$ cat src/rtl/cnn_seq_pkg.sv
// Shared types and constants for the CNN layer sequencer.
package cnn_seq_pkg;

  typedef enum logic [2:0] {
    IDLE,
    WAIT,
    ADVANCE,
    FINISH,
    ABORT
  } seq_state_t;

  localparam int STG_CONV  = 0;
  localparam int STG_RELU  = 1;
  localparam int STG_POOL  = 2;
  localparam int STG_DENSE = 3;

  // Bit width needed to hold values below 'value', never less than one bit.
  function automatic int clog2_min1(input int unsigned value);
    int r;
    r = $clog2(value);
    return (r < 1) ? 1 : r;
  endfunction

endpackage

$ cat src/rtl/seq_watchdog.sv
// Per-stage watchdog: counts enabled cycles and flags the cycle on which the
// stage has used its whole budget. TIMEOUT_CYCLES = 0 disables the flag.
module seq_watchdog
  import cnn_seq_pkg::*;
#(
  parameter int unsigned TIMEOUT_CYCLES = 262143
) (
  input  logic clk,
  input  logic reset,
  input  logic clear,
  input  logic enable,
  output logic expired
);

  localparam int          TW    = clog2_min1(TIMEOUT_CYCLES + 1);
  localparam int unsigned LIM   = (TIMEOUT_CYCLES == 0) ? 0 : TIMEOUT_CYCLES - 1;
  localparam logic [TW-1:0] LIMIT = TW'(LIM);

  logic [TW-1:0] timer;

  // Cycle counter; clear has priority, saturates so a disabled watchdog never wraps.
  always_ff @(posedge clk) begin
    if (reset || clear) begin
      timer <= '0;
    end else if (enable && (timer != '1)) begin
      timer <= timer + TW'(1);
    end
  end

  assign expired = (TIMEOUT_CYCLES != 0) && enable && (timer == LIMIT);

endmodule

$ cat src/rtl/cnn_layer_sequencer.sv
// Frame scheduler for the conv2d -> relu -> maxpool -> dense pipeline.
// Launches each stage in turn, waits for its done pulse under a watchdog,
// and owns the BRAM port select. Optional per-stage and per-frame cycle
// counters are built when SEQ_PERF_COUNT_EN is defined.
//
// state   | meaning
// --------+--------------------------------------------------------------
// IDLE    | waiting for start; outputs hold last frame's buf_sel / err
// WAIT    | stage idx running; first cycle is the launch cycle
// ADVANCE | one-cycle gap before launching stage idx+1
// FINISH  | last stage done; seq_done high, busy low
// ABORT   | stage idx timed out; abort pulse, err, seq_done high
module cnn_layer_sequencer
  import cnn_seq_pkg::*;
#(
  parameter int          N_STAGES       = 4,
  parameter int unsigned TIMEOUT_CYCLES = 262143,
  parameter int          CNT_W          = 32,
  localparam int         IW             = clog2_min1(N_STAGES)
) (
  input  logic                      clk,
  input  logic                      reset,
  input  logic                      start,
  output logic                      busy,
  output logic [N_STAGES-1:0]       stage_start,
  input  logic [N_STAGES-1:0]       stage_done,
  output logic [N_STAGES-1:0]       stage_abort,
  output logic [IW-1:0]             buf_sel,
  output logic                      seq_done,
  output logic                      err,
  output logic [IW-1:0]             err_stage,
  output logic [N_STAGES*CNT_W-1:0] perf_cycles,
  output logic [CNT_W-1:0]          total_cycles
);

  seq_state_t          state, state_nxt;
  logic [IW-1:0]       idx, idx_nxt, idx_inc;
  logic [IW-1:0]       buf_sel_nxt, err_stage_nxt;
  logic [N_STAGES-1:0] stage_start_nxt, stage_abort_nxt;
  logic                busy_nxt, seq_done_nxt, err_nxt;
  logic                done_hit, expired;

  seq_watchdog #(
    .TIMEOUT_CYCLES(TIMEOUT_CYCLES)
  ) u_watchdog (
    .clk    (clk),
    .reset  (reset),
    .clear  (state != WAIT),
    .enable (state == WAIT),
    .expired(expired)
  );

  // Done from the running stage counts only after its launch cycle.
  assign done_hit = stage_done[idx] && !stage_start[idx];
  assign idx_inc  = idx + IW'(1);

  // State and registered outputs.
  always_ff @(posedge clk) begin
    if (reset) begin
      state       <= IDLE;
      idx         <= '0;
      buf_sel     <= '0;
      busy        <= 1'b0;
      stage_start <= '0;
      stage_abort <= '0;
      seq_done    <= 1'b0;
      err         <= 1'b0;
      err_stage   <= '0;
    end else begin
      state       <= state_nxt;
      idx         <= idx_nxt;
      buf_sel     <= buf_sel_nxt;
      busy        <= busy_nxt;
      stage_start <= stage_start_nxt;
      stage_abort <= stage_abort_nxt;
      seq_done    <= seq_done_nxt;
      err         <= err_nxt;
      err_stage   <= err_stage_nxt;
    end
  end

  // Next state and next output values; pulses default low every cycle.
  always_comb begin
    state_nxt       = state;
    idx_nxt         = idx;
    buf_sel_nxt     = buf_sel;
    busy_nxt        = busy;
    stage_start_nxt = '0;
    stage_abort_nxt = '0;
    seq_done_nxt    = 1'b0;
    err_nxt         = err;
    err_stage_nxt   = err_stage;
    case (state)
      IDLE: begin
        if (start) begin
          state_nxt          = WAIT;
          idx_nxt            = '0;
          buf_sel_nxt        = '0;
          busy_nxt           = 1'b1;
          stage_start_nxt[0] = 1'b1;
          err_nxt            = 1'b0;
          err_stage_nxt      = '0;
        end
      end
      WAIT: begin
        // Done beats a same-edge expiry.
        if (done_hit) begin
          if (idx == IW'(N_STAGES - 1)) begin
            state_nxt    = FINISH;
            busy_nxt     = 1'b0;
            seq_done_nxt = 1'b1;
          end else begin
            state_nxt = ADVANCE;
          end
        end else if (expired) begin
          state_nxt            = ABORT;
          stage_abort_nxt[idx] = 1'b1;
          err_nxt              = 1'b1;
          err_stage_nxt        = idx;
          seq_done_nxt         = 1'b1;
          busy_nxt             = 1'b0;
        end
      end
      ADVANCE: begin
        state_nxt                = WAIT;
        idx_nxt                  = idx_inc;
        buf_sel_nxt              = idx_inc;
        stage_start_nxt[idx_inc] = 1'b1;
      end
      FINISH:  state_nxt = IDLE;
      ABORT:   state_nxt = IDLE;
      default: state_nxt = IDLE;
    endcase
  end

`ifdef SEQ_PERF_COUNT_EN
  logic [N_STAGES-1:0][CNT_W-1:0] perf_q;
  logic [CNT_W-1:0]               total_q;

  // Saturating counters: stage counters tick in WAIT, frame counter in every
  // non-idle cycle (through the seq_done cycle); both clear on acceptance.
  always_ff @(posedge clk) begin
    if (reset || ((state == IDLE) && start)) begin
      perf_q  <= '0;
      total_q <= '0;
    end else begin
      if ((state != IDLE) && (total_q != '1)) begin
        total_q <= total_q + CNT_W'(1);
      end
      if ((state == WAIT) && (perf_q[idx] != '1)) begin
        perf_q[idx] <= perf_q[idx] + CNT_W'(1);
      end
    end
  end

  assign perf_cycles  = perf_q;
  assign total_cycles = total_q;
`else
  assign perf_cycles  = '0;
  assign total_cycles = '0;
`endif

endmodule

$ cat config.mk
export PLATFORM = sky130hd
export DESIGN_NAME = cnn_layer_sequencer
export DESIGN_NICKNAME = d
export VERILOG_FILES = /design/src/rtl/cnn_seq_pkg.sv /design/src/rtl/seq_watchdog.sv /design/src/rtl/cnn_layer_sequencer.sv
export SDC_FILE = /design/constraint.sdc
export NUM_CORES = 1
export LEC_CHECK = 0
export CORE_MARGIN = 2
export CORE_UTILIZATION = 35
export CTS_CLUSTER_DIAMETER = 50
export DETAILED_ROUTE_END_ITERATION = 10
export PLACE_DENSITY = 0.89
export SYNTH_ARGS = -nofsm -noshare
export SYNTH_HDL_FRONTEND = slang
export SYNTH_HIERARCHICAL = 1
export SYNTH_SLANG_ARGS = --single-unit
$ cat constraint.sdc
create_clock -name clk -period 3.7 [get_ports clk]
set_clock_uncertainty 0.2 [all_clocks]
set_input_delay 0.74 -clock clk [delete_from_list [all_inputs] [get_ports clk]]
set_output_delay 0.74 -clock clk [all_outputs]
set_load 0.03 [all_outputs]
======== Word-level counts from Yosys, hierarchy flattened ========
Cells that the tools add are included.
storage, ports and cells
  bits in registers ....................... 36
  input bits .............................. 7
  output and inout port bits .............. 175
  word-level logic and storage cells ...... 79
cells by class
  add/subtract/negate cells ............... 2
  magnitude comparators ................... 4
  eq/ne operators ......................... 11
  mux-type cells .......................... 32
  bitwise gates (word level) .............. 3
  reductions and logical operators ........ 17
operators by type and width
  operator                                                           count
  adder 18 x 1 -> 18 bit, second input constant                      1
  equality test 18 bit, second input constant                        1
  != test 18 bit, second input constant                              1
  two-way mux 1 bit                                                  16
  two-way mux 3 bit                                                  3
  case mux 3 bit (3 select lines)                                    1
  case mux 2 bit (2 select lines)                                    2
  AND reduction 4 bit                                                2
  < comparator 2 x 3 -> 1 bit, second input constant                 2
  two-way mux 2 bit                                                  3
  != test 2 bit, second input constant                               3
  != test 3 bit, second input constant                               2
  case mux 1 bit (2 select lines)                                    3
  logical AND 1 bit                                                  5
  binary-select mux 1 bit (select 2 bit)                             2
  demux 1 bit (select 2 bit)                                         2
  greater-or-equal comparator 2 x 1 -> 1 bit, second input constant  2
  AND reduction 2 bit                                                2
  nonzero test 2 bit                                                 2
  OR reduction 2 bit                                                 2
  OR reduction 4 bit                                                 1
  equality test 3 x 1 -> 1 bit, second input constant                1
  equality test 3 x 2 -> 1 bit, second input constant                1
  logical NOT 3 bit                                                  1
  6 further kinds                                                    8

======== Logic depth before layout (Yosys ltp) ========
Gate-level depths: netlist (run 1).
  word-level depth ........................ 6
  depth in mapped cells ................... 8
  mapped depth without buffers ............ 7

======== By module ========
Netlist (run 1), hierarchy kept.
modules (own cells, without submodules)
  module               instances  cells an instance  area each (um2)  sequential area each (um2)
  cnn_layer_sequencer  1          237                1971.9           360.3
  seq_watchdog         1          113                984.7            360.3

======== Worst setup path after synthesis (run 1) ========
OpenSTA, ideal clock, no wires.
  kind .................................... reg2reg
  start point ............................. register state[1]
  end point ............................... register err_stage[0]
  library setup time ...................... 0.119 ns
  data arrival time ....................... 2.176 ns
  data required time ...................... 3.381 ns
  setup slack ............................. 1.205 ns
  cell stages (with the launch flop) ...... 9
  path buffers ............................ 2
  clock period less this slack ............ 2.495 ns
  cell sequence ........................... dfxtp_1 > clkbuf_1 > nor3b_1 > clkbuf_1 > nand2_1 > nor4_1 > nand2_1 > or2_1 > mux2i_1
on the way
  word-level cells in the longest chain between the ends .. 4
  elaborated cells on any way between the ends .. 9
  classes of those cells .................. eq/ne: 4; mux: 1; reduce/logical: 4
RTL lines
  item                           line                       RTL
  start: declaration             cnn_layer_sequencer.sv:36  seq_state_t state, state_nxt;
  start signal: assignment       cnn_layer_sequencer.sv:70  state <= state_nxt;
  equality test 3 x 1 -> 1 bit   cnn_layer_sequencer.sv:49  .enable (state == WAIT),
  logical AND 1 bit              seq_watchdog.sv:30         assign expired = (TIMEOUT_CYCLES != 0) && enable && (timer == LIMIT);
  via expired                    cnn_layer_sequencer.sv:41  logic done_hit, expired;
  != test 2 bit (no line)        --
  AND reduction 4 bit (no line)  --
  end signal: assignment         cnn_layer_sequencer.sv:78  err_stage <= err_stage_nxt;
  end: declaration               cnn_layer_sequencer.sv:31  output logic [IW-1:0] err_stage,
The timed path passes the listed nets, and every way through them passes these cells.
A chain may end at the register's enable or synchronous reset.

==> run metrics, run 1 <==
Unique masters post-synth 48; total clock sinks 36; Rows 33; Die W roughly 96 um; final setup margin about 1.1 ns; Syn. warnings 6; peak supply drop 0.0002099 V; hold_buf cts 0; R2R depth 6; hold slack 0.2725 ns; Resized Gates After CTS 0; synthesis-to-layout area growth -6.813%; post-route cell area 0.002755 sq mm; Total GRT Usage 9.641%; Pleak about 1.2 nW; gr ovfl total 0; H-tree Lvls 2; Post-synth EDFFs 0; largest net degree at the start of global routing 19; mux cell area share after synthesis 1.862%; sequential element share of the synthesized area approximately 24%; Final Setup Violations 0; post-synth design cell area roughly 0.003 sq mm; Final Non-Filler Cells 477; Critical-path top delay cell clkdlybuf4s50_1; final-report max-slew violation count 0; R2R Path Start u_watchdog/timer[13]$_SDFFE_PP0P_; Layout Utilization 33.53%; Simple-Gate Fraction of Synth Area 19.68%; Critical Path, Cell by Cell clkdlybuf4s50_1; root buffer cell clkbuf_8; complex-gate fraction of the synthesized area 4.232%; Initial Utilization 35.98%; Clock Pin Slew Worst Setup and Hold Paths about 0.090 ns; largest family of logic cells by synthesized area buffers and inverters; Post-CTS Setup Inserts 0; vias in the first global route 1493; CP endpoint kind primary output; reg-to-reg endpoint stage_abort[2]$_SDFF_PP0_; CP required ~2.8 ns; worst path bufs/invs 1; setup tns final 0 ns; total number of vias 1845; class of the worst hold path reg -> reg; Post-Synthesis Cells 350; Max Root-Sink Buffers 2; layout cell share with drive strength beyond 1 6.183%; top_reg_cell synth dfxtp_1; filler cell count in the final layout 840; worst rel slew slack a little over half; Final Critical Period 2.558 ns; Final Hold Viols 0; max_cap viols 0; Final period util 69.14%; clock insertion delay at the later pin of the skew report 0.30 ns; I/O pin count 182; Cell Area, Placed 0.002663 sq mm; unrepaired setup endpoints after global routing no; Routed WL 4608 um; largest fanout on the critical path 11; Hold EP err_stage[0]$_SDFFE_PP0P_; placed cells 469; first-pass GRT wire length 6969 um; worst slack, placed between 0.9 and 1 ns; min-delay src err_stage[0]$_SDFFE_PP0P_; Routed Antenna Nets 0; worst slew pin tran 0.6898 ns; DRC violations left 0; cell family with most CP delay buffers and inverters; Vias per Instance 3.868; CP Launch Type flop; Adder-Cell Fraction of Synth Area 2.539%; die footprint 0.009199 sq mm; ANT cells 0; router iterations before antenna repair 4; Initial DRC Count 86; total power 951.3 uW; Total Nets Final 384; synthesized area per cell 8.447 sq um; post-synthesis register bit count 36; FMAX 390.9 MHz; CTS tree yes; Routed WL per cell slightly below 10 um; initial antenna violation count 0; gpl congestion approximately 0.87; Detailed Place HPWL roughly 3600 um; async set or reset register ratio after synthesis 0%; status complete, no violations; power density over the cells 345.3 mW/mm^2; Post-Synth XOR/XNOR Area 4.740%; CP peak stage delay 0.75 ns; critical path class reg -> out; Hold Crit Depth 2; worst path arrival time 1.62 ns; CTS buffer count 5; I/O Buffers 21; core area 0.008217 sq mm; Die Ht 95.91 um; r2r setup slk 1.31 ns
worst max-delay path by stage:
stage | startpoint | slack, ns | depth (start not counted) | endpoint
final | idx[0]$_SDFFE_PP0P_ | 1.14 | 1 | buf_sel[0]
after global routing | idx[0]$_SDFFE_PP0P_ | 1.08 | 1 | buf_sel[0]
after CTS | idx[0]$_SDFFE_PP0P_ | 1.14 | 1 | buf_sel[0]
after detailed placement | stage_done[1] | 0.91 | 5 | busy$_SDFFE_PP0P_
after global placement | stage_done[3] | 0.95 | 5 | busy$_SDFFE_PP0P_
after floorplan | state[1]$_SDFFE_PP0P_ | 1.20 | 8 | err_stage[0]$_SDFFE_PP0P_
state kept, by name, indices dropped and copies added (netlist names):
| register | count |
|---|---|
| u_watchdog/timer | 18 |
| state | 3 |
| err_stage | 2 |
| seq_done | 1 |
| stage_start | 4 |
| stage_abort | 4 |
| err | 1 |
| busy | 1 |
| idx | 2 |
synthesized netlist by cell type, types with 3 or more instances:
cell / n / share of area [%]
nand3_1: 5 / 0.85
nor2_1: 29 / 3.7
and2_1: 9 / 1.9
nor3_1: 3 / 0.51
inv_1: 4 / 0.51
dfxtp_1: 36 / 24
and3_1: 3 / 0.63
buf_4: 161 / 41
clkbuf_1: 4 / 0.51
mux2i_1: 4 / 1.4
nor4_1: 3 / 0.63
nand4_1: 10 / 2.1
nor4b_1: 3 / 0.89
nand2_1: 10 / 1.3
ha_1: 6 / 2.5
a21oi_1: 6 / 1.0
xnor2_1: 10 / 3.0
xor2_1: 6 / 1.8
kinds of logic (layout without fill, tap and decap cells):
family,after synthesis,after routing
buf+inv,171,34
simple gates,98,98
flops,36,36
compound gates,17,17
xor+xnor,16,16
fa+ha+maj,6,6
mux,5,5
other cells,1,160
cell usage in the layout, fill, tap and decap left out, drive strengths merged, types with 6 or more instances in the layout:
| master | n |
|---|---|
| a21oi | 7 |
| and2 | 9 |
| clkdlybuf4s50 | 21 |
| conb | 160 |
| dfxtp | 36 |
| ha | 6 |
| nand2 | 10 |
| nand3 | 7 |
| nand4 | 10 |
| nor2 | 29 |
| xnor2 | 10 |
| xor2 | 6 |
where the power goes:
part | internal [mW] | switching, mW
Sequential | 0.392 | 0.00709
Combinational | 0.0226 | 0.243
Clock | 0.133 | 0.153
Total | 0.548 | 0.404
area by class of cell:
| type | count | area, sq um | share of cell area, % |
|---|---|---|---|
| Clock buffer | 5 | 68.82 | 2.498 |
| Timing Repair Buffer | 22 | 217.7 | 7.902 |
| Inverter | 4 | 15.01 | 0.5450 |
| Clock inverter | 3 | 23.77 | 0.8629 |
| Multi-Input combinational cell | 302 | 1578 | 57.27 |
| Sequential cell | 36 | 720.7 | 26.16 |
| Tap cell | 105 | 131.4 | 4.768 |
routing by layer:
layer	up-vias	global-route usage [%]	routed length [um]
met5	-	0	0
met4	0	4.881	140
met3	12	3.602	455
met2	116	16.03	2333
met1	847	10.77	1679
li1	870	-	-
(Power assumes the default switching activity.)
==> run 2, diff against run 1 <==
- clock period: 3.7 -> 2.5 ns (I/O delays scaled with it)
==> run metrics, run 2 (synthesis gave the netlist of run 1 again) <==
Cell Area, Placed 0.002700 sq mm; total clock sinks 36; CTS tree yes; I/O Buffers 21; top sig layer met4; Initial Utilization 35.98%; Top Registers u_watchdog/timer x18, stage_abort x4, stage_start x4; worst path arrival time 2.34 ns; Initial DRC Count 59; filler cell count in the final layout 847; layout cell share with drive strength beyond 1 7.427%; synthesis-to-layout area growth -5.544%; setup tns final 0 ns; Total GRT Usage approximately a tenth; hold slack approximately 0.27 ns; Die W 95.91 um; Clock Pin Slew Worst Setup and Hold Paths about 0.070 ns; Vias per Instance 3.817; peak supply drop 0.0002447 V; met3 WL 384 um; final setup margin ~0.13 ns; R2R depth 7; worst slew pin tran 0.5525 ns; metal1 wirelength 1724 um; Layout Utilization 33.99%; Hold Crit Depth 1; I/O pin count 182; H-tree Lvls 2; CTS buffer count 5; initial antenna violation count 0; unrepaired setup endpoints after global routing no; Routed WL 4558 um; root buffer cell clkbuf_8; max reg flops 18; Biggest register u_watchdog/timer; class of the worst hold path reg -> reg; total number of vias 1840; largest net degree at the start of global routing 19; status complete, no violations; Die Ht 95.91 um; first-pass GRT wire length 6969 um; gpl congestion 0.8480; met2 routed WL 2324 um; gr ovfl total 0; final-report max-slew violation count 0; FMAX around 420 MHz; ANT cells 0; placed cells 474; Final Hold Viols 0; CP required roughly 2.5 ns; largest fanout on the critical path 16; max_cap viols 0; Final Critical Period 2.375 ns; Post-CTS Setup Inserts 0; DRC violations left 0; die footprint 0.009199 sq mm; power density over the cells 504.9 mW/mm^2; worst slack, placed -0.07474 ns; Total Nets Final 389; Final Setup Violations 0; critical path class reg -> reg; post-route cell area around 0.0028 sq mm; Final period util between 90% and 100%; Max Root-Sink Buffers 2; Final Non-Filler Cells ~480; most frequent cells in the layout 160 x conb_1, 36 x dfxtp_1, 29 x nor2_1, 21 x clkdlybuf4s50_1; Resized Gates After CTS 0; worst rel slew slack a little over three fifths; Detailed Place HPWL 3578 um; total power 1.410 mW; router iterations before antenna repair 4; CP Launch Type flop; Pleak 1.262 nW; vias in the first global route approximately 1500; core area 0.008217 sq mm; CP endpoint kind flop; Routed WL per cell 9.456 um; clock insertion delay at the later pin of the skew report 0.29 ns; hold_buf cts 0; Routed Antenna Nets 0; Rows 33; commonest non-fill, non-tap cell in the layout conb_1
run 2: power breakdown:
group / total, mW / internal (mW) / switching (mW)
Combinational: 0.394 / 0.0345 / 0.359
Sequential: 0.590 / 0.580 / 0.0104
Clock: 0.426 / 0.220 / 0.206
run 2: per-layer routing:
metal / global-route usage (%) / up-vias
met5: 0 / -
met4: 5.119 / 0
met3: 2.741 / 7
met2: 16.32 / 106
met1: 10.86 / 843
li1: - / 884
run 2: critical path, cell delays in order, from the launching register on:
cell	delay, ns
dfxtp_1	0.45
nor3b_1	0.30
buf_4	0.27
nand4_1	0.16
nor4_1	0.46
nand4_1	0.18
xor2_1	0.17
nor2_1	0.06
run 2: cell type report:
type / count / area, sq um / share of cell area [%]
multi-input cells: 302 / 1578 / 56.50
flip-flops and latches: 36 / 720.7 / 25.81
repair buffers: 27 / 255.2 / 9.140
clock inverters: 2 / 10.01 / 0.3584
well taps: 105 / 131.4 / 4.704
clock buffers: 6 / 82.58 / 2.957
inverters: 4 / 15.01 / 0.5376
run 2: final timing paths:
kind / start / slack [ns] / endpoint
setup / recovery: state[0]$_SDFFE_PP0P_ / 0.13 / u_watchdog/timer[15]$_SDFFE_PP0P_
hold / removal: err$_SDFFE_PP0P_ / 0.27 / err$_SDFFE_PP0P_
setup reg to reg: state[0]$_SDFFE_PP0P_ / 0.13 / u_watchdog/timer[15]$_SDFFE_PP0P_
hold reg to reg: err$_SDFFE_PP0P_ / 0.27 / err$_SDFFE_PP0P_
